[src/rtl/seg_pkg.sv]
// seg_pkg: shared constants, types and helpers for the 7-segment scan capture.
// Glyph patterns are active-low with bit 7 (decimal point) held high.
package seg_pkg;

  localparam int unsigned NPOS   = 8;
  localparam int unsigned CODE_W = 4;
  localparam int unsigned VAL_W  = 6;

  localparam logic [7:0] GLYPH_0       = 8'hC0;
  localparam logic [7:0] GLYPH_1       = 8'hF9;
  localparam logic [7:0] GLYPH_2       = 8'hA4;
  localparam logic [7:0] GLYPH_3       = 8'hB0;
  localparam logic [7:0] GLYPH_4       = 8'h99;
  localparam logic [7:0] GLYPH_5       = 8'h92;
  localparam logic [7:0] GLYPH_6       = 8'h82;
  localparam logic [7:0] GLYPH_7       = 8'hF8;
  localparam logic [7:0] GLYPH_8       = 8'h80;
  localparam logic [7:0] GLYPH_9       = 8'h90;
  localparam logic [7:0] GLYPH_DASH_HI = 8'h8C;
  localparam logic [7:0] GLYPH_DASH_LO = 8'h88;
  localparam logic [7:0] GLYPH_BLANK   = 8'hFF;

  localparam logic [CODE_W-1:0] BLANK   = 4'd15;
  localparam logic [CODE_W-1:0] DASH_HI = 4'd10;
  localparam logic [CODE_W-1:0] DASH_LO = 4'd11;

  localparam logic [VAL_W-1:0] SENT_BLANK = 6'd55;
  localparam logic [VAL_W-1:0] SENT_EIGHT = 6'd56;
  localparam logic [VAL_W-1:0] SENT_DASH  = 6'd57;

  typedef enum logic [1:0] {
    ERR_NONE  = 2'b00,
    ERR_ANODE = 2'b01,
    ERR_VALUE = 2'b10,
    ERR_SEQ   = 2'b11
  } err_code_e;

  typedef enum logic [1:0] {
    WAIT    = 2'd0,
    COLLECT = 2'd1,
    CHECK   = 2'd2
  } state_e;

  typedef struct packed {
    logic             ok;
    logic [VAL_W-1:0] value;
  } pair_res_t;

  typedef struct packed {
    logic [VAL_W-1:0] tot;
    logic [VAL_W-1:0] cur;
    logic [VAL_W-1:0] wat;
  } frame_t;

  // Convert a (hi, lo) digit-code pair into the displayed 6-bit value.
  function automatic pair_res_t pair_to_value(input logic [CODE_W-1:0] hi,
                                              input logic [CODE_W-1:0] lo);
    pair_res_t  r;
    logic [6:0] sum;
    r   = '0;
    sum = 7'(hi) * 7'd10 + 7'(lo);
    if (hi == BLANK && lo == BLANK) begin
      r = '{ok: 1'b1, value: SENT_BLANK};
    end else if (hi == 4'd8 && lo == 4'd8) begin
      r = '{ok: 1'b1, value: SENT_EIGHT};
    end else if (hi == DASH_HI && lo == DASH_LO) begin
      r = '{ok: 1'b1, value: SENT_DASH};
    end else if (hi <= 4'd9 && lo <= 4'd9 && sum <= 7'd63) begin
      r = '{ok: 1'b1, value: sum[5:0]};
    end
    return r;
  endfunction

endpackage

[src/rtl/seg_scan_capture_glyph_decode.sv]
// seg_scan_capture_glyph_decode: active-low segment pattern -> digit code.
//   i_seg   segment pattern (bit 7 = decimal point)
//   o_code  decoded code 0..11 or 15 (blank)
//   o_ok    pattern is one of the recognised glyphs
module seg_scan_capture_glyph_decode
  import seg_pkg::*;
(
  input  logic [7:0]        i_seg,
  output logic [CODE_W-1:0] o_code,
  output logic              o_ok
);

  always_comb begin
    o_code = '0;
    o_ok   = 1'b1;
    case (i_seg)
      GLYPH_0:       o_code = 4'd0;
      GLYPH_1:       o_code = 4'd1;
      GLYPH_2:       o_code = 4'd2;
      GLYPH_3:       o_code = 4'd3;
      GLYPH_4:       o_code = 4'd4;
      GLYPH_5:       o_code = 4'd5;
      GLYPH_6:       o_code = 4'd6;
      GLYPH_7:       o_code = 4'd7;
      GLYPH_8:       o_code = 4'd8;
      GLYPH_9:       o_code = 4'd9;
      GLYPH_DASH_HI: o_code = DASH_HI;
      GLYPH_DASH_LO: o_code = DASH_LO;
      GLYPH_BLANK:   o_code = BLANK;
      default:       o_ok   = 1'b0;
    endcase
  end

endmodule

[src/rtl/seg_scan_capture.sv]
// seg_scan_capture: reconstructs total/current/water values from the
// multiplexed active-low 7-segment bus and publishes complete frames.
//   clk, rst_        clock, synchronous active-low reset
//   uSEG_, uAN_      segment / anode lines (active-low)
//   yTot/yCur/yWat   last good decoded frame
//   yValid           one-cycle pulse when the frame outputs update
//   yErr, yErrCode   one-cycle abort pulse and its cause
module seg_scan_capture
  import seg_pkg::*;
#(
  parameter int unsigned HOLD_MAX = 255
)
(
  input  logic             clk,
  input  logic             rst_,
  input  logic [7:0]       uSEG_,
  input  logic [7:0]       uAN_,
  output logic [VAL_W-1:0] yTot,
  output logic [VAL_W-1:0] yCur,
  output logic [VAL_W-1:0] yWat,
  output logic             yValid,
  output logic             yErr,
  output logic [1:0]       yErrCode
);

  localparam int unsigned CNT_W = $clog2(HOLD_MAX + 1) + 1;
  localparam logic [CNT_W-1:0] CNT_LIMIT = CNT_W'(HOLD_MAX);
  localparam logic [CNT_W-1:0] CNT_SAT   = '1;

  logic [7:0]                    r_seg;
  logic [7:0]                    r_an;
  state_e                        r_state;
  logic [NPOS-1:0][CODE_W-1:0]   r_dig;
  logic [2:0]                    r_pos;
  logic [CNT_W-1:0]              r_cnt;
  frame_t                        r_frame;
  logic                          r_valid;
  logic                          r_err;
  err_code_e                     r_code;

  logic [7:0]                    w_an_act;
  logic                          w_single;
  logic                          w_multi;
  logic [2:0]                    w_pos;
  logic [CODE_W-1:0]             w_gcode;
  logic                          w_gok;
  logic [CNT_W-1:0]              w_cnt_inc;
  pair_res_t                     w_tot_res;
  pair_res_t                     w_cur_res;
  pair_res_t                     w_wat_res;
  logic                          w_chk_ok;

  state_e                        w_state_nxt;
  logic [NPOS-1:0][CODE_W-1:0]   w_dig_nxt;
  logic [2:0]                    w_pos_nxt;
  logic [CNT_W-1:0]              w_cnt_nxt;
  frame_t                        w_frame_nxt;
  logic                          w_valid_nxt;
  logic                          w_abort;
  err_code_e                     w_abort_code;

  seg_scan_capture_glyph_decode u_glyph (
    .i_seg  (r_seg),
    .o_code (w_gcode),
    .o_ok   (w_gok)
  );

  // Anode classification: idle, exactly one active, or several active.
  assign w_an_act = ~r_an;
  assign w_single = (w_an_act != 8'h00) && ((w_an_act & (w_an_act - 8'd1)) == 8'h00);
  assign w_multi  = (w_an_act != 8'h00) && !w_single;

  always_comb begin
    w_pos = '0;
    for (int k = 0; k < int'(NPOS); k++) begin
      if (w_an_act[k]) w_pos = 3'(k);
    end
  end

  assign w_cnt_inc = (r_cnt == CNT_SAT) ? r_cnt : r_cnt + CNT_W'(1);

  assign w_tot_res = pair_to_value(r_dig[7], r_dig[6]);
  assign w_cur_res = pair_to_value(r_dig[4], r_dig[3]);
  assign w_wat_res = pair_to_value(r_dig[1], r_dig[0]);
  assign w_chk_ok  = (r_dig[5] == BLANK) && (r_dig[2] == BLANK) &&
                     w_tot_res.ok && w_cur_res.ok && w_wat_res.ok;

  // Next-state and output logic.
  always_comb begin
    w_state_nxt  = r_state;
    w_dig_nxt    = r_dig;
    w_pos_nxt    = r_pos;
    w_cnt_nxt    = r_cnt;
    w_frame_nxt  = r_frame;
    w_valid_nxt  = 1'b0;
    w_abort      = 1'b0;
    w_abort_code = ERR_NONE;

    case (r_state)
      WAIT: begin
        if (w_multi) begin
          w_abort      = 1'b1;
          w_abort_code = ERR_ANODE;
        end else if (w_single && w_pos == 3'd0) begin
          if (!w_gok) begin
            w_abort      = 1'b1;
            w_abort_code = ERR_VALUE;
          end else begin
            w_dig_nxt    = '0;
            w_dig_nxt[0] = w_gcode;
            w_pos_nxt    = 3'd0;
            w_cnt_nxt    = '0;
            w_state_nxt  = COLLECT;
          end
        end
      end

      COLLECT: begin
        if (w_multi) begin
          w_abort      = 1'b1;
          w_abort_code = ERR_ANODE;
        end else if (w_single) begin
          if (!w_gok) begin
            w_abort      = 1'b1;
            w_abort_code = ERR_VALUE;
          end else if (w_pos == r_pos) begin
            w_dig_nxt[w_pos] = w_gcode;
            w_cnt_nxt        = w_cnt_inc;
            if (w_cnt_inc > CNT_LIMIT) begin
              w_abort      = 1'b1;
              w_abort_code = ERR_SEQ;
            end
          end else if (w_pos == 3'(r_pos + 3'd1)) begin
            w_dig_nxt[w_pos] = w_gcode;
            w_pos_nxt        = w_pos;
            w_cnt_nxt        = '0;
            if (w_pos == 3'd7) w_state_nxt = CHECK;
          end else begin
            w_abort      = 1'b1;
            w_abort_code = ERR_SEQ;
          end
        end
      end

      CHECK: begin
        if (!w_chk_ok) begin
          w_abort      = 1'b1;
          w_abort_code = ERR_VALUE;
        end else begin
          w_valid_nxt = 1'b1;
          w_frame_nxt = '{tot: w_tot_res.value, cur: w_cur_res.value, wat: w_wat_res.value};
          w_dig_nxt   = '0;
          w_pos_nxt   = 3'd0;
          w_cnt_nxt   = '0;
          w_state_nxt = WAIT;
          // A back-to-back scanner presents the next frame's position 0 now.
          if (w_single && w_pos == 3'd0 && w_gok) begin
            w_dig_nxt[0] = w_gcode;
            w_state_nxt  = COLLECT;
          end
        end
      end

      default: begin
        w_state_nxt = WAIT;
      end
    endcase

    // Abort discards the partial frame; frame outputs keep their last value.
    if (w_abort) begin
      w_state_nxt = WAIT;
      w_dig_nxt   = '0;
      w_pos_nxt   = 3'd0;
      w_cnt_nxt   = '0;
      w_valid_nxt = 1'b0;
    end
  end

  // Input sample stage and FSM/output registers.
  always_ff @(posedge clk) begin
    if (!rst_) begin
      r_seg   <= 8'hFF;
      r_an    <= 8'hFF;
      r_state <= WAIT;
      r_dig   <= '0;
      r_pos   <= '0;
      r_cnt   <= '0;
      r_frame <= '0;
      r_valid <= 1'b0;
      r_err   <= 1'b0;
      r_code  <= ERR_NONE;
    end else begin
      r_seg   <= uSEG_;
      r_an    <= uAN_;
      r_state <= w_state_nxt;
      r_dig   <= w_dig_nxt;
      r_pos   <= w_pos_nxt;
      r_cnt   <= w_cnt_nxt;
      r_frame <= w_frame_nxt;
      r_valid <= w_valid_nxt;
      r_err   <= w_abort;
      r_code  <= w_abort ? w_abort_code : ERR_NONE;
    end
  end

  assign yTot     = r_frame.tot;
  assign yCur     = r_frame.cur;
  assign yWat     = r_frame.wat;
  assign yValid   = r_valid;
  assign yErr     = r_err;
  assign yErrCode = r_code;

endmodule
[config.mk]
export PLATFORM = sky130hd
export DESIGN_NAME = seg_scan_capture
export DESIGN_NICKNAME = d
export VERILOG_FILES = /design/src/rtl/seg_pkg.sv /design/src/rtl/seg_scan_capture_glyph_decode.sv /design/src/rtl/seg_scan_capture.sv
export SDC_FILE = /design/constraint.sdc
export NUM_CORES = 1
export LEC_CHECK = 0
export ABC_AREA = 0
export CAP_MARGIN = 20
export CORE_ASPECT_RATIO = 1.1
export CORE_MARGIN = 3
export CORE_UTILIZATION = 40
export DETAILED_ROUTE_END_ITERATION = 12
export PLACE_DENSITY = 0.54
export SLEW_MARGIN = 20
export SYNTH_ARGS = -nofsm -noshare
export SYNTH_HDL_FRONTEND = slang
export SYNTH_HIERARCHICAL = 1
export SYNTH_SLANG_ARGS = --single-unit
[constraint.sdc]
create_clock -name clk -period 4.25 [get_ports clk]
set_input_delay 0.6375 -clock clk [delete_from_list [all_inputs] [get_ports clk]]
set_output_delay 0.6375 -clock clk [all_outputs]
set_load 0.02 [all_outputs]
### Word-level counts from Yosys, hierarchy flattened

Cells that the tools add are included.

* bits in registers: 84
* latch bits: 0
* RAM bits: 0
* ROM bits: 0
* input port bits: 18
* output and inout bits: 22
* logic and storage cells: 223
* memories: 0

* add/sub/neg operators: 6
* $mul: 3
* div/mod/pow operators: 0
* order comparisons: 12
* eq/ne operators: 50
* shifts and indexed selects: 0
* mux-type cells: 91
* bitwise logic cells: 4
* reduce and logical (&&, ||, !) cells: 38

Operators with widths (count)
* $mux 32: 9
* $eq 8x8->1 const B: 13
* $pmux 32 s3: 1
* $mux 9: 10
* $mux 7: 12
* $eq 4x4->1 const B: 20
* $pmux 4 s12: 1
* $mux 3: 15
* $mux 2: 20
* $bwmux 32: 1
* $pmux 9 s3: 1
* $le 4x4->1 const B: 6
* $logic_and 1x1->1: 24
* $add 7x4->7: 3
* $le 7x6->1 const B: 3
* $ne 2x2->1 const B: 10
* $reduce_and 10->1: 2
* $mul 4x3->6 const B: 3
* $mux 1: 14
* $reduce_or 13->1: 1
* $demux 4 s3: 1
* $pmux 2 s3: 2
* $add 9x1->9 const B: 1
* $eq 9x9->1 const B: 1
* other kinds (26): 30

### Longest topological paths before layout

Gate-level depths: netlist (run 1).

* depth after elaboration: 19
* mapped depth: 15
* mapped depth without buffers: 12

### By module

Netlist (run 1), hierarchy kept.

Modules (own cells, without submodules)
* seg_scan_capture: times used 1, cells each 599, area each 4913.5 sq um
* seg_scan_capture_glyph_decode: times used 1, cells each 45, area each 311.5 sq um

### Least setup slack after synthesis (run 1)

Ideal clock, no wire load.

* path kind: register to register
* start: reg r_dig[5] in the netlist's numbering
* end: reg r_dig[25] in the netlist's numbering
* arrival: 3.215 ns
* required time: 4.135 ns
* path slack: 0.920 ns
* cell stages (with the launch flop): 14
* buffers on the path: 2
* cells stage by stage: dfxtp_1 -> ha_1 -> ha_1 -> inv_1 -> fa_1 -> nand2b_1 -> o31a_1 -> o311a_2 -> o221a_4 -> and4_1 -> buf_2 -> buf_4 -> and3_1 -> o21ba_2

* word-level cells in the longest chain between the ends: 12

Ends and longest elaborated chain
* start, declared: RTL line seg_scan_capture.sv:33 `logic [NPOS-1:0][CODE_W-1:0] r_dig;`
* start signal, assigned: RTL line seg_scan_capture.sv:196 `r_dig <= w_dig_nxt;`
* $mul 4x3->6: RTL line seg_pkg.sv:61 `sum = 7'(hi) * 7'd10 + 7'(lo);`
* $add 7x4->7: RTL line seg_pkg.sv:61
* $le 7x6->1: RTL line seg_pkg.sv:68 `end else if (hi <= 4'd9 && lo <= 4'd9 && sum <= 7'd63) begin`
* $logic_and 1x1->1: RTL line seg_pkg.sv:68
* $mux 7: RTL line seg_pkg.sv:68
* $mux 7: RTL line seg_pkg.sv:66 `end else if (hi == DASH_HI && lo == DASH_LO) begin`
* $mux 7: RTL line seg_pkg.sv:64 `end else if (hi == 4'd8 && lo == 4'd8) begin`
* $mux 7 *: RTL line seg_pkg.sv:62 `if (hi == BLANK && lo == BLANK) begin`
* $logic_and 1x1->1 *: RTL line seg_scan_capture.sv:86 `w_tot_res.ok && w_cur_res.ok && w_wat_res.ok;`
* $mux 1: RTL line seg_scan_capture.sv:146 `if (!w_chk_ok) begin`
* $pmux 1 s3: RTL line seg_scan_capture.sv:99 `case (r_state)`
* $reduce_or 2->1 (no source line)

Mark *: on every way between the ends. The rest lies on a longest branch, timed or not.
A chain may end at the register's enable or synchronous reset.

### Worst setup path in the final report (run 1)

* start: reg r_dig[17] in the netlist's numbering
* end: reg r_dig[24] in the netlist's numbering

* word-level cells in the longest chain between the ends: 13

Ends and longest elaborated chain (RTL line)
* $mul 4x3->6: seg_pkg.sv:61
* $add 7x4->7: seg_pkg.sv:61
* $le 7x6->1: seg_pkg.sv:68
* $logic_and 1x1->1: seg_pkg.sv:68
* $mux 7: seg_pkg.sv:68
* $mux 7: seg_pkg.sv:66
* $mux 7: seg_pkg.sv:64
* $mux 7 *: seg_pkg.sv:62
* $logic_and 1x1->1 * (2 in a row): seg_scan_capture.sv:86
* $mux 1: seg_scan_capture.sv:146
* $pmux 1 s3: seg_scan_capture.sv:99
* $reduce_or 2->1 (no source line)

Marks and branches as above.

==> results by group, run 1 <==
Run status
  • Status: finished clean

Critical path
  • Crit Path Class: reg -> reg
  • Worst R2R End: r_dig[24]$_SDFFE_PP0P_
  • Setup slack, reg-to-reg: 0.67 ns
  • Peak fanout along the critical path: 41
  • R2R depth: 13
  • Critical Path AT: roughly 3.8 ns
  • Data required, critical path: approximately 4.5 ns
  • Startpoint types: flip-flop
  • Setup crit start: r_dig[17]$_SDFFE_PP0P_
  • Crit path to: r_dig[24]$_SDFFE_PP0P_
  • RR Startpoint: r_dig[17]$_SDFFE_PP0P_
  • Critical Path End Type: flip-flop

Logic synthesis
  • Ys Warns: 6
  • Ys flop type: dfxtp_1
  • Mapped Area: ~5200 um2
  • Asr flop ratio synth: 0
  • Post-Syn Area per Cell: 8.11 um2
  • Synthesized Nets: about 690
  • Synth top area cells: dfxtp_1 32%, ha_1 6.0%, a21oi_1 5.4%
  • Post-synthesis instance total: 644
  • Synth top area share: 0.322
  • Commonest cells in the netlist: 84 x dfxtp_1, 61 x nor2_1, 56 x a21oi_1, 48 x o21ai_0, 44 x nand3_1
  • Synth area leader: dfxtp_1
  • Most common cell in the netlist: dfxtp_1
  • Synthesized flop and latch total: 84
  • EDFF count, synth: 0
  • Seq/Total Area, Yosys: 0.322
  • Post-synth cell types: 77

Power and ir drop
  • Switch Pwr: 0.404 mW
  • Worst vdd ir: between 0.00015 and 0.0002 V
  • Power share of the clock group: 0.459
  • Sw Share: 0.232
  • Int Pwr: about 1.3 mW
  • Overall Power: 1.74 mW
  • Sequential Power Share: 0.468
  • Pwr dens: around 290 nW/um2
  • Static Leak: ~2.2 nW
  • Combinational share of power: 0.073

Route
  • DR vias: approximately 4,700
  • Iteration count of the initial detailed-routing pass: 4
  • Post-DR wirelength/cell: between 10 and 15 um
  • Vias/cell: between 5 and 6
  • Total Wirelength: approximately 12,000 um
  • Starting DRT DRC Count: 230
  • Routed Antenna Nets: 0
  • DRC Markers: 0

Min path
  • Hold depth: 2
  • Worst hold path class: reg -> reg

Global routing
  • GR Util All Layers: 0.177
  • Initial antenna violation count: 0
  • Pin count of the biggest net entering global routing: 42
  • Grt ovf: 0
  • Vias in the first global route: approximately 4,400
  • First-pass GRT wire length: between 20,000 and 25,000 um

STA
  • Hold Fails Final Rpt: 0
  • Period utilization: 0.842
  • Achievable Freq: approximately 280 MHz
  • Setup tns final: 0 ns
  • Fin. max-slew vios: 0
  • Crit path time final: 3.58 ns
  • Final WS setup: roughly 0.67 ns
  • RSZ-0062 raised after global routing: false
  • Max_slew headroom: 0.454
  • Max Clock Skew: around 0.0047 ns
  • Worst Max-Slew Pin Slew: around 0.82 ns
  • Setup violators final: 0

Cells and area
  • Antenna diodes: 0
  • Post-route insts no fill: between 800 and 900
  • Fill count: 1,247
  • Final nets: 721
  • Layout cell share with drive strength beyond 1: 0.0827
  • Layout area overhead: 15.2%
  • Final core utilization: 0.474

Clock network
  • Clock Latency Late Sink: about 0.35 ns
  • Root buf cell: clkbuf_16
  • Post-CTS Resized: 0
  • Clock Path Buffers: 2
  • Hold buffer count at cts: 0
  • CTS Sinks: 84
  • Num CTS Buffers: 9
  • Htree depth: 3
  • CTS tree: done
  • Post-CTS Setup Bufs: 0
  • Clk pin slew, worst setup/hold paths: 0.06 ns

Placement
  • I/O Buffers: 39
  • Setup WS pre-CTS: around 0.67 ns
  • Post-DP HPWL: between 9000 and 10,000 um
  • # placed instances: ~820
  • RePlAce Congestion: ~0.88

Floorplan
  • Die H: approximately 130 um
  • Total die area: between 10,000 and 15,000 um2
  • Row Count: 43
  • IO Pins: 40
  • Die X: about 110 um
  • Total core area: between 10,000 and 15,000 um2
  • Initial Util: 0.412

Run
  • Max Cap Viol: 0
metrics by stage:
step,cell area (um2),hold slack [ns]
floorplan,5230,0.462
CTS,6020,0.497
global route,6020,0.522
finish,6020,0.494
global placement,5710,0.480
detailed placement,5710,0.488
worst min path at each step:
stage | from | end | slack, ns
6_report | r_dig[8]$_SDFFE_PP0P_ | r_dig[8]$_SDFFE_PP0P_ | 0.49
5_1_grt | r_dig[22]$_SDFFE_PP0P_ | r_dig[22]$_SDFFE_PP0P_ | 0.52
4_1_cts | r_dig[10]$_SDFFE_PP0P_ | r_dig[10]$_SDFFE_PP0P_ | 0.50
3_5_place_dp | r_dig[10]$_SDFFE_PP0P_ | r_dig[10]$_SDFFE_PP0P_ | 0.49
3_3_place_gp | r_dig[8]$_SDFFE_PP0P_ | r_dig[8]$_SDFFE_PP0P_ | 0.48
2_1_floorplan | r_dig[21]$_SDFFE_PP0P_ | r_dig[21]$_SDFFE_PP0P_ | 0.46
critical path: stages, from the launching register on:
cell	delay [ns]
dfxtp_1	0.46
ha_1	0.28
ha_1	0.19
inv_1	0.06
fa_1	0.42
nand2b_1	0.17
o31a_1	0.32
nor4b_2	0.26
a211o_2	0.14
o221a_4	0.24
and4_1	0.19
buf_4	0.34
a21boi_0	0.15
o21ba_2	0.23
power by group through the flow:
stage | clock network, mW | logic [mW] | registers (mW)
3_3_place_gp | 0 | 0.125 | 0.832
3_5_place_dp | 0 | 0.127 | 0.832
4_1_cts | 0.829 | 0.128 | 0.815
6_report | 0.800 | 0.127 | 0.815
5_1_grt | 0.853 | 0.140 | 0.817
2_1_floorplan | 0 | 0.0891 | 0.826
cells by family (layout without fill, tap and decap cells):
group | Yosys count | after routing | synth area share
mux | 1 | 1 | 0.00192
flops | 84 | 84 | 0.322
simple gates | 266 | 266 | 0.282
fa+ha+maj | 32 | 32 | 0.0848
buf+inv | 58 | 91 | 0.0532
compound gates | 188 | 188 | 0.232
xor+xnor | 15 | 15 | 0.0251
area by class of cell:
cell class / instances / area, um2 / share of cell area
Clock buffer: 12 / 256 / 0.0426
Tap cell: 157 / 196 / 0.0326
Timing Repair Buffer: 47 / 450 / 0.0749
Clock inverter: 4 / 47.5 / 0.00790
Multi-Input combinational cell: 502 / 3280 / 0.545
Inverter: 28 / 105 / 0.0175
Sequential cell: 84 / 1680 / 0.279
cell usage in the layout (no fill, tap or decap), types with 12 or more instances in the layout:
master,netlist,layout
dfxtp_1,84,84
nor2_1,61,61
a21oi_1,56,56
o21ai_0,48,48
nand3_1,44,44
clkdlybuf4s50_1,0,39
nand2_1,34,34
inv_1,28,28
ha_1,25,25
nor3_1,20,20
a211oi_1,20,20
nand2b_1,19,19
and3_1,18,18
nand4_1,12,12
state kept, by name, summed over array words and instances, names as in the netlist:
signal,flops
r_pos,3
r_cnt,9
r_state,2
yErrCode,2
r_an,8
yWat,6
yTot,6
yErr,1
r_dig,32
yCur,6
yValid,1
r_seg,8
metal layers:
| layer | vias up | wire length (um) | track usage |
|---|---|---|---|
| li1 | 2407 | - | - |
| met1 | 2153 | 5680 | 0.226 |
| met2 | 87 | 5870 | 0.297 |
| met3 | 17 | 435 | 0.0274 |
| met4 | 0 | 253 | 0.0704 |
| met5 | - | 0 | 0 |
No activity file was read; power rests on OpenSTA's default activity.
==> inputs of run 2 (changes only) <==
==> constraint.sdc (replaced) <==
create_clock -name clk -period 3.3 [get_ports clk]
set_input_delay 0.495 -clock clk [delete_from_list [all_inputs] [get_ports clk]]
set_output_delay 0.495 -clock clk [all_outputs]
set_load 0.02 [all_outputs]
==> run 2 against run 1 <==
Net effect:
- sequential share of layout area down 2.2 points
- wire length up 8.9%
- combinational power up 49%
- register-to-register slack worse by 0.63 ns
- global-route usage up 0.43 points
- hold slack about the same
- clock power up 42%
==> results by group, run 2 (synthesized netlist as in run 1, its figures left out) <==
Run status
  • Status: finished clean (unchanged)

Cells and area
  • Commonest non-fill, non-tap cell in the layout: dfxtp_1 (unchanged)
  • Biggest regs: r_dig (32), r_cnt (9) (unchanged)
  • Layout cell share with drive strength beyond 1: 0.161 (was 0.0827)
  • Antenna diodes: 0 (unchanged)
  • Final Cell Area: 6560 um2 (was 6020 um2)
  • Max FFs per register: 32 (unchanged)
  • Most frequent cells in the layout: 79 x dfxtp_1, 61 x nor2_1, 51 x a21oi_1, 46 x o21ai_0, 42 x nand3_1 (was 84 x dfxtp_1, 61 x nor2_1, 56 x a21oi_1, 48 x o21ai_0, 44 x nand3_1)
  • Fill count: 1,236 (was 1,247)
  • Layout area overhead: 25.5% (was 15.2%)
  • Final nets: 751 (was 721)
  • Largest Register: r_dig (unchanged)

Critical path
  • Setup slack, reg-to-reg: 0.04 ns (was 0.67 ns)
  • CP delay by family, top: compound AO/OA/AOI/OAI gates (unchanged)
  • CP most frequent cell: ha_4 (was ha_1)
  • Critical Path End Type: flip-flop (unchanged)
  • Buf+Inv Stages, Crit Path: 2 (unchanged)
  • Data required, critical path: 3.59 ns (was 4.49 ns)
  • Crit Path Class: reg -> reg (unchanged)
  • Startpoint types: flip-flop (unchanged)
  • Slowest stage cell, crit path: or4b_4 (was dfxtp_1)
  • Peak fanout along the critical path: 5 (was 41)
  • Crit-path cells: ha_4 -> ha_4 -> inv_2 -> fa_1 -> nand2b_4 -> o31a_1 -> o21ai_2 -> o311a_4 -> o221a_4 -> buf_6 -> nand3_2 -> or4b_4 -> a21oi_2 (was ha_1 -> ha_1 -> inv_1 -> fa_1 -> nand2b_1 -> o31a_1 -> nor4b_2 -> a211o_2 -> o221a_4 -> and4_1 -> buf_4 -> a21boi_0 -> o21ba_2)
  • Critical Path AT: 3.55 ns (was 3.82 ns)
  • Delay of the slowest cell on the worst path: 0.55 ns (was 0.46 ns)

STA
  • Fin. max-slew vios: 0 (unchanged)
  • Max Clock Skew: 0.00587 ns (was 0.00469 ns)
  • Achievable Freq: 307 MHz (was 280 MHz)
  • Setup violators final: 0 (unchanged)
  • Setup tns final: 0 ns (unchanged)
  • Max_slew headroom: 0.475 (was 0.454)
  • Hold Fails Final Rpt: 0 (unchanged)
  • Worst Max-Slew Pin Slew: 0.786 ns (was 0.820 ns)
  • Crit path time final: 3.26 ns (was 3.58 ns)
  • Period utilization: 0.987 (was 0.842)
  • RSZ-0062 raised after global routing: true (was false)

Power and ir drop
  • Worst vdd ir: 0.000253 V (was 0.000159 V)
  • Pwr dens: 363 nW/um2 (was 289 nW/um2)
  • Static Leak: 2.43 nW (was 2.18 nW)

Route
  • Total Wirelength: 13,300 um (was 12,200 um)
  • Post-DR wirelength/cell: 15.4 um (was 14.7 um)
  • Vias/cell: 5.65 (was 5.59)
  • DR vias: 4,885 (was 4,664)
  • DRC Markers: 0 (unchanged)
  • Starting DRT DRC Count: 222 (was 230)
  • Iteration count of the initial detailed-routing pass: 5 (was 4)
  • Routed Antenna Nets: 0 (unchanged)

Placement
  • Post-DP HPWL: 9600 um (was 9350 um)
  • Area post-placement: 5960 um2 (was 5710 um2)
  • I/O Buffers: 39 (unchanged)
  • RePlAce Congestion: 0.847 (was 0.877)

Clock network
  • Clock Latency Late Sink: 0.35 ns (about the same)
  • CTS Sinks: 84 (unchanged)
  • Root buf cell: clkbuf_16 (unchanged)
  • Clock Path Buffers: 2 (unchanged)
  • CTS tree: done (unchanged)
  • Num CTS Buffers: 9 (unchanged)
  • Clk pin slew, worst setup/hold paths: 0.06 ns (about the same)
  • Htree depth: 3 (unchanged)

Floorplan
  • IO Pins: 40 (unchanged)
  • Initial Util: 0.412 (unchanged)
  • Row Count: 43 (unchanged)
  • Total core area: 12,700 um2 (unchanged)
  • Total die area: 14,500 um2 (unchanged)
  • Die H: 126 um (unchanged)
  • Die X: 115 um (unchanged)

Global routing
  • Pin count of the biggest net entering global routing: 38 (was 42)
  • First-pass GRT wire length: 21,300 um (was 21,000 um)
  • Vias in the first global route: 4,476 (was 4,419)
  • Initial antenna violation count: 0 (unchanged)
  • GR Util All Layers: 0.182 (was 0.177)
  • Grt ovf: 0 (unchanged)

Min path
  • Worst hold path class: reg -> reg (unchanged)

Run
  • Max Cap Viol: 0 (unchanged)
run 2: cell types whose count changed in the layout (fill, tap and decap cells not counted), sizes merged:
cell and delta:
buf +27, clkbuf +3, clkinv -2, bufbuf +1, bufinv +1
run 2: repair_timing:
item                                   4_1_cts  5_1_grt
pin swaps                                    5       24
endpoints found under the hold margin        0        0
gates resized for setup                      4       38
setup endpoints to repair                   18       51
hold buffers                                 0        0
cloned                                       1        2
buffers inserted                             1        0
run 2: power by group:
group | switching [mW] | internal [mW]
clock network | 0.419 | 0.725
registers | 0.0219 | 1.03
logic | 0.102 | 0.0872
run 2: routing by layer:
metal,part of all wire,vias up,track usage
li1,-,2469,-
met1,0.45,2308,0.228
met2,0.49,89,0.307
met3,0.032,19,0.0288
met4,0.021,0,0.0753
met5,0,-,0
run 2: final timing paths:
kind / start / end / cells past startpoint
worst min-delay path: yCur[3]$_SDFFE_PN0P_ / yCur[3]$_SDFFE_PN0P_ / 2
worst max register to register: r_dig[7]$_SDFFE_PP0P_ / r_cnt[0]$_SDFFE_PP0P_ / 13
worst max-delay path: r_dig[7]$_SDFFE_PP0P_ / r_cnt[0]$_SDFFE_PP0P_ / 13
worst min register to register: yCur[3]$_SDFFE_PN0P_ / yCur[3]$_SDFFE_PN0P_ / 2
run 2: layout make-up:
type,instances,area (um2),area share
Timing Repair Buffer,77,788,0.120
Multi-Input combinational cell,502,3440,0.525
Tap cell,157,196,0.0300
Clock inverter,3,67.6,0.0103
Clock buffer,13,270,0.0412
Sequential cell,84,1690,0.257
Inverter,28,105,0.0160
run 2: worst min-delay path, delay by kind of cell (launching register included):
kind	cells	cell delay (ns)
DFF	1	0.31
and+or+nand+nor	2	0.14
run 2: metrics by stage:
stage	setup slack, ns	hold slack (ns)	std cells	util	total power, mW
floorplan	-0.00464	0.462	644	-	1.18
global placement	0.0242	0.479	844	0.469	1.24
detailed placement	-0.0674	0.487	844	0.469	1.24
CTS	0.000490	0.495	862	0.500	2.41
global route	-0.0872	0.520	864	0.516	2.48
finish	0.0440	0.494	864	0.516	2.38
==> inputs of run 3 (changes only) <==
--- a/config.mk
+++ b/config.mk
@@ -8,7 +8,6 @@
 export ABC_AREA = 0
 export CAP_MARGIN = 20
 export CORE_ASPECT_RATIO = 1.1
-export CORE_MARGIN = 3
 export CORE_UTILIZATION = 40
 export DETAILED_ROUTE_END_ITERATION = 12
 export PLACE_DENSITY = 0.54
==> run 3 against run 2 <==
Net effect:
- the flow now finishes with violations (DRC)
- via count fell by 0.33%
- combinational power rose by 4%
- hold slack got worse by 0.0022 ns
- cell area fell by 0.34%
- first-iteration DRC count did not move
- non-clock buffer count rose by 5
- global-route usage rose by 1.7 points
- setup slack improved by 0.0035 ns
- sequential share of layout area rose by 0.070 points
- critical path type unchanged
- highest routed layer unchanged
==> results by group, run 3 (synthesized netlist as in run 1, its figures left out) <==
STA
  • Max Clock Skew: 0.00824 ns (was 0.00587 ns)
  • Achievable Freq: 307 MHz (about the same)
  • Max_slew headroom: 0.448 (was 0.475)
  • Fin. max-slew vios: 0 (unchanged)
  • RSZ-0062 raised after global routing: true (unchanged)
  • Period utilization: 0.986 (was 0.987)
  • Final WS setup: 0.0475 ns (was 0.0440 ns)
  • Crit path time final: 3.25 ns (was 3.26 ns)
  • Worst Max-Slew Pin Slew: 0.822 ns (was 0.786 ns)
  • Hold Fails Final Rpt: 0 (unchanged)
  • Setup violators final: 0 (unchanged)

Critical path
  • Crit-path cells: ha_4 -> ha_4 -> inv_2 -> fa_1 -> nand2b_4 -> o31a_1 -> o21ai_1 -> o311a_4 -> o221a_4 -> nand4_4 -> or4b_4 -> a21oi_2 (was ha_4 -> ha_4 -> inv_2 -> fa_1 -> nand2b_4 -> o31a_1 -> o21ai_2 -> o311a_4 -> o221a_4 -> buf_6 -> nand3_2 -> or4b_4 -> a21oi_2)
  • Critical Path AT: 3.54 ns (was 3.55 ns)
  • Peak fanout along the critical path: 8 (was 5)
  • Critical Path End Type: flip-flop (unchanged)
  • Delay of the slowest cell on the worst path: 0.56 ns (was 0.55 ns)
  • Setup slack, reg-to-reg: 0.05 ns (was 0.04 ns)
  • CP most frequent cell: ha_4 (unchanged)
  • Slowest stage cell, crit path: or4b_4 (unchanged)
  • Crit Path Class: reg -> reg (unchanged)
  • Data required, critical path: 3.59 ns (about the same)
  • RR Startpoint: r_dig[5]$_SDFFE_PP0P_ (was r_dig[7]$_SDFFE_PP0P_)
  • R2R depth: 12 (was 13)
  • Worst R2R End: r_cnt[3]$_SDFFE_PP0P_ (was r_cnt[0]$_SDFFE_PP0P_)
  • Startpoint types: flip-flop (unchanged)

Floorplan
  • Total core area: 12,700 um2 (unchanged)
  • IO Pins: 40 (unchanged)
  • Die X: 111 um (was 115 um)
  • Initial Util: 0.412 (unchanged)
  • Total die area: 13,500 um2 (was 14,500 um2)
  • Row Count: 43 (unchanged)
  • Die H: 122 um (was 126 um)

Power and ir drop
  • Static Leak: 2.41 nW (was 2.43 nW)
  • Sw Share: 0.231 (was 0.228)
  • Switch Pwr: 0.522 mW (was 0.542 mW)
  • Int Pwr: 1.74 mW (was 1.84 mW)
  • Power share of the clock group: 0.449 (was 0.480)
  • Pwr dens: 346 nW/um2 (was 363 nW/um2)
  • Overall Power: 2.26 mW (was 2.38 mW)
  • Combinational share of power: 0.087 (was 0.079)
  • Worst vdd ir: 0.000217 V (was 0.000253 V)
  • Sequential Power Share: 0.464 (was 0.441)

Global routing
  • GR Util All Layers: 0.199 (was 0.182)
  • Grt ovf: 0 (unchanged)
  • First-pass GRT wire length: 21,500 um (was 21,300 um)
  • Pin count of the biggest net entering global routing: 38 (unchanged)
  • Vias in the first global route: 4,551 (was 4,476)
  • Initial antenna violation count: 0 (unchanged)

Min path
  • Worst hold path class: reg -> reg (unchanged)
  • Hold depth: 2 (unchanged)
  • Hold Path Sink: r_dig[11]$_SDFFE_PP0P_ (was yCur[3]$_SDFFE_PN0P_)
  • Hold Crit Start: r_dig[11]$_SDFFE_PP0P_ (was yCur[3]$_SDFFE_PN0P_)

Cells and area
  • Commonest non-fill, non-tap cell in the layout: dfxtp_1 (unchanged)
  • Max FFs per register: 32 (unchanged)
  • Final Cell Area: 6530 um2 (was 6560 um2)
  • Register area: 1690 um2 (about the same)
  • Layout area overhead: 25.0% (was 25.5%)
  • Largest Register: r_dig (unchanged)
  • Most frequent cells in the layout: 80 x dfxtp_1, 61 x nor2_1, 52 x a21oi_1, 48 x o21ai_0, 43 x nand3_1 (was 79 x dfxtp_1, 61 x nor2_1, 51 x a21oi_1, 46 x o21ai_0, 42 x nand3_1)
  • Layout cell share with drive strength beyond 1: 0.158 (was 0.161)
  • Fill count: 1,225 (was 1,236)
  • Antenna diodes: 0 (unchanged)
  • Final nets: 756 (was 751)
  • Biggest regs: r_dig (32), r_cnt (9) (unchanged)
  • Multi-input logic area: 3410 um2 (was 3440 um2)

Clock network
  • Hold buffer count at cts: 0 (unchanged)
  • Htree depth: 3 (unchanged)
  • Clock Path Buffers: 2 (unchanged)
  • Root buf cell: clkbuf_16 (unchanged)
  • CTS Sinks: 84 (unchanged)
  • Clk pin slew, worst setup/hold paths: 0.06 ns (about the same)
  • CTS tree: done (unchanged)
  • Num CTS Buffers: 9 (unchanged)
  • Clock Latency Late Sink: 0.35 ns (about the same)

Route
  • Starting DRT DRC Count: 222 (unchanged)
  • Met2 wire len: 6450 um (was 6580 um)
  • DR top layer: met4 (unchanged)
  • Routed Antenna Nets: 0 (unchanged)
  • Iteration count of the initial detailed-routing pass: 9 (was 5)
  • Total Wirelength: 13,200 um (was 13,300 um)
  • Post-DR wirelength/cell: 15.2 um (was 15.4 um)
  • Vias/cell: 5.62 (was 5.65)
  • DR vias: 4,869 (was 4,885)
  • Met1 Routed Length: 6080 um (was 6040 um)
  • DR WL met3: 393 um (was 432 um)
  • DRC Markers: 11 (was 0)

Run status
  • Status: finished, violations left (was finished clean)
  • Violated checks: DRC

Placement
  • Post-DP HPWL: 9360 um (was 9600 um)
  • Area post-placement: 5950 um2 (was 5960 um2)
  • I/O Buffers: 39 (unchanged)
  • Setup WS pre-CTS: -0.0692 ns (was -0.0674 ns)
  • RePlAce Congestion: 0.856 (was 0.847)

Run
  • Max Cap Viol: 0 (unchanged)
==> run 3: cell count changes in the layout (fill, tap and decap cells not counted), moves of 2 or more <==
cell | previous run | this run
buf_6 | 4 | 2
buf_4 | 28 | 33
buf_12 | 3 | 5
o21ai_0 | 46 | 48
==> run 3: worst max-delay path: cells and delay by family, from the launching register on <==
kind            cells  cell delay (ns)
compound gates      5             1.12
simple gates        3             0.87
fa+ha+maj           3             0.84
flops               1             0.33
buf+inv             1             0.03
==> run 3: worst max-delay path by stage <==
stage                                      start               endpoint  slack (ns)
after floorplan            r_dig[5]$_SDFFE_PP0P_  r_cnt[3]$_SDFFE_PP0P_      -0.005
after global placement    r_dig[17]$_SDFFE_PP0P_  r_pos[0]$_SDFFE_PP0P_        0.02
after detailed placement  r_dig[17]$_SDFFE_PP0P_  r_pos[0]$_SDFFE_PP0P_       -0.07
after CTS                 r_dig[17]$_SDFFE_PP0P_  r_pos[2]$_SDFFE_PP0P_      0.0007
after global routing       r_dig[5]$_SDFFE_PP0P_  r_pos[1]$_SDFFE_PP0P_       -0.08
final                      r_dig[5]$_SDFFE_PP0P_  r_cnt[3]$_SDFFE_PP0P_        0.05
==> run 3: metal layers <==
layer	vias to the layer above	global-route usage
met5	-	0
met4	0	0.0950
met3	15	0.0249
met2	88	0.348
met1	2287	0.243
li1	2479	-
==> run 3: area by class of cell <==
cell class | count | share of cell area
multi-input combinational | 502 | 0.522
sequential | 84 | 0.258
timing repair buffer | 82 | 0.129
clock buffer | 12 | 0.0393
tap | 157 | 0.0301
inverter | 28 | 0.0161
clock inverter | 2 | 0.00536
==> run 3: through the flow <==
step	hold slack [ns]	instances	utilization	TNS, ns
finish	0.492	867	0.514	0
global route	0.517	867	0.514	-0.361
CTS	0.495	858	0.497	0
detailed placement	0.487	842	0.469	-0.611
global placement	0.480	842	0.469	0
floorplan	0.462	644	-	-0.00683
==> run 3: what timing repair did <==
item                                    CTS  global route
resized for setup                         7            24
cloned                                    1             2
pin swaps                                 5            20
setup buffers                             1             7
endpoints found under the setup margin   20            52
==> run 3: power by group through the flow <==
stage	Clock, mW	Sequential, mW	Combinational, mW
floorplan	0	1.06	0.115
global placement	0	1.07	0.168
detailed placement	0	1.07	0.171
CTS	1.04	1.05	0.183
global route	1.08	1.05	0.212
finish	1.02	1.05	0.196
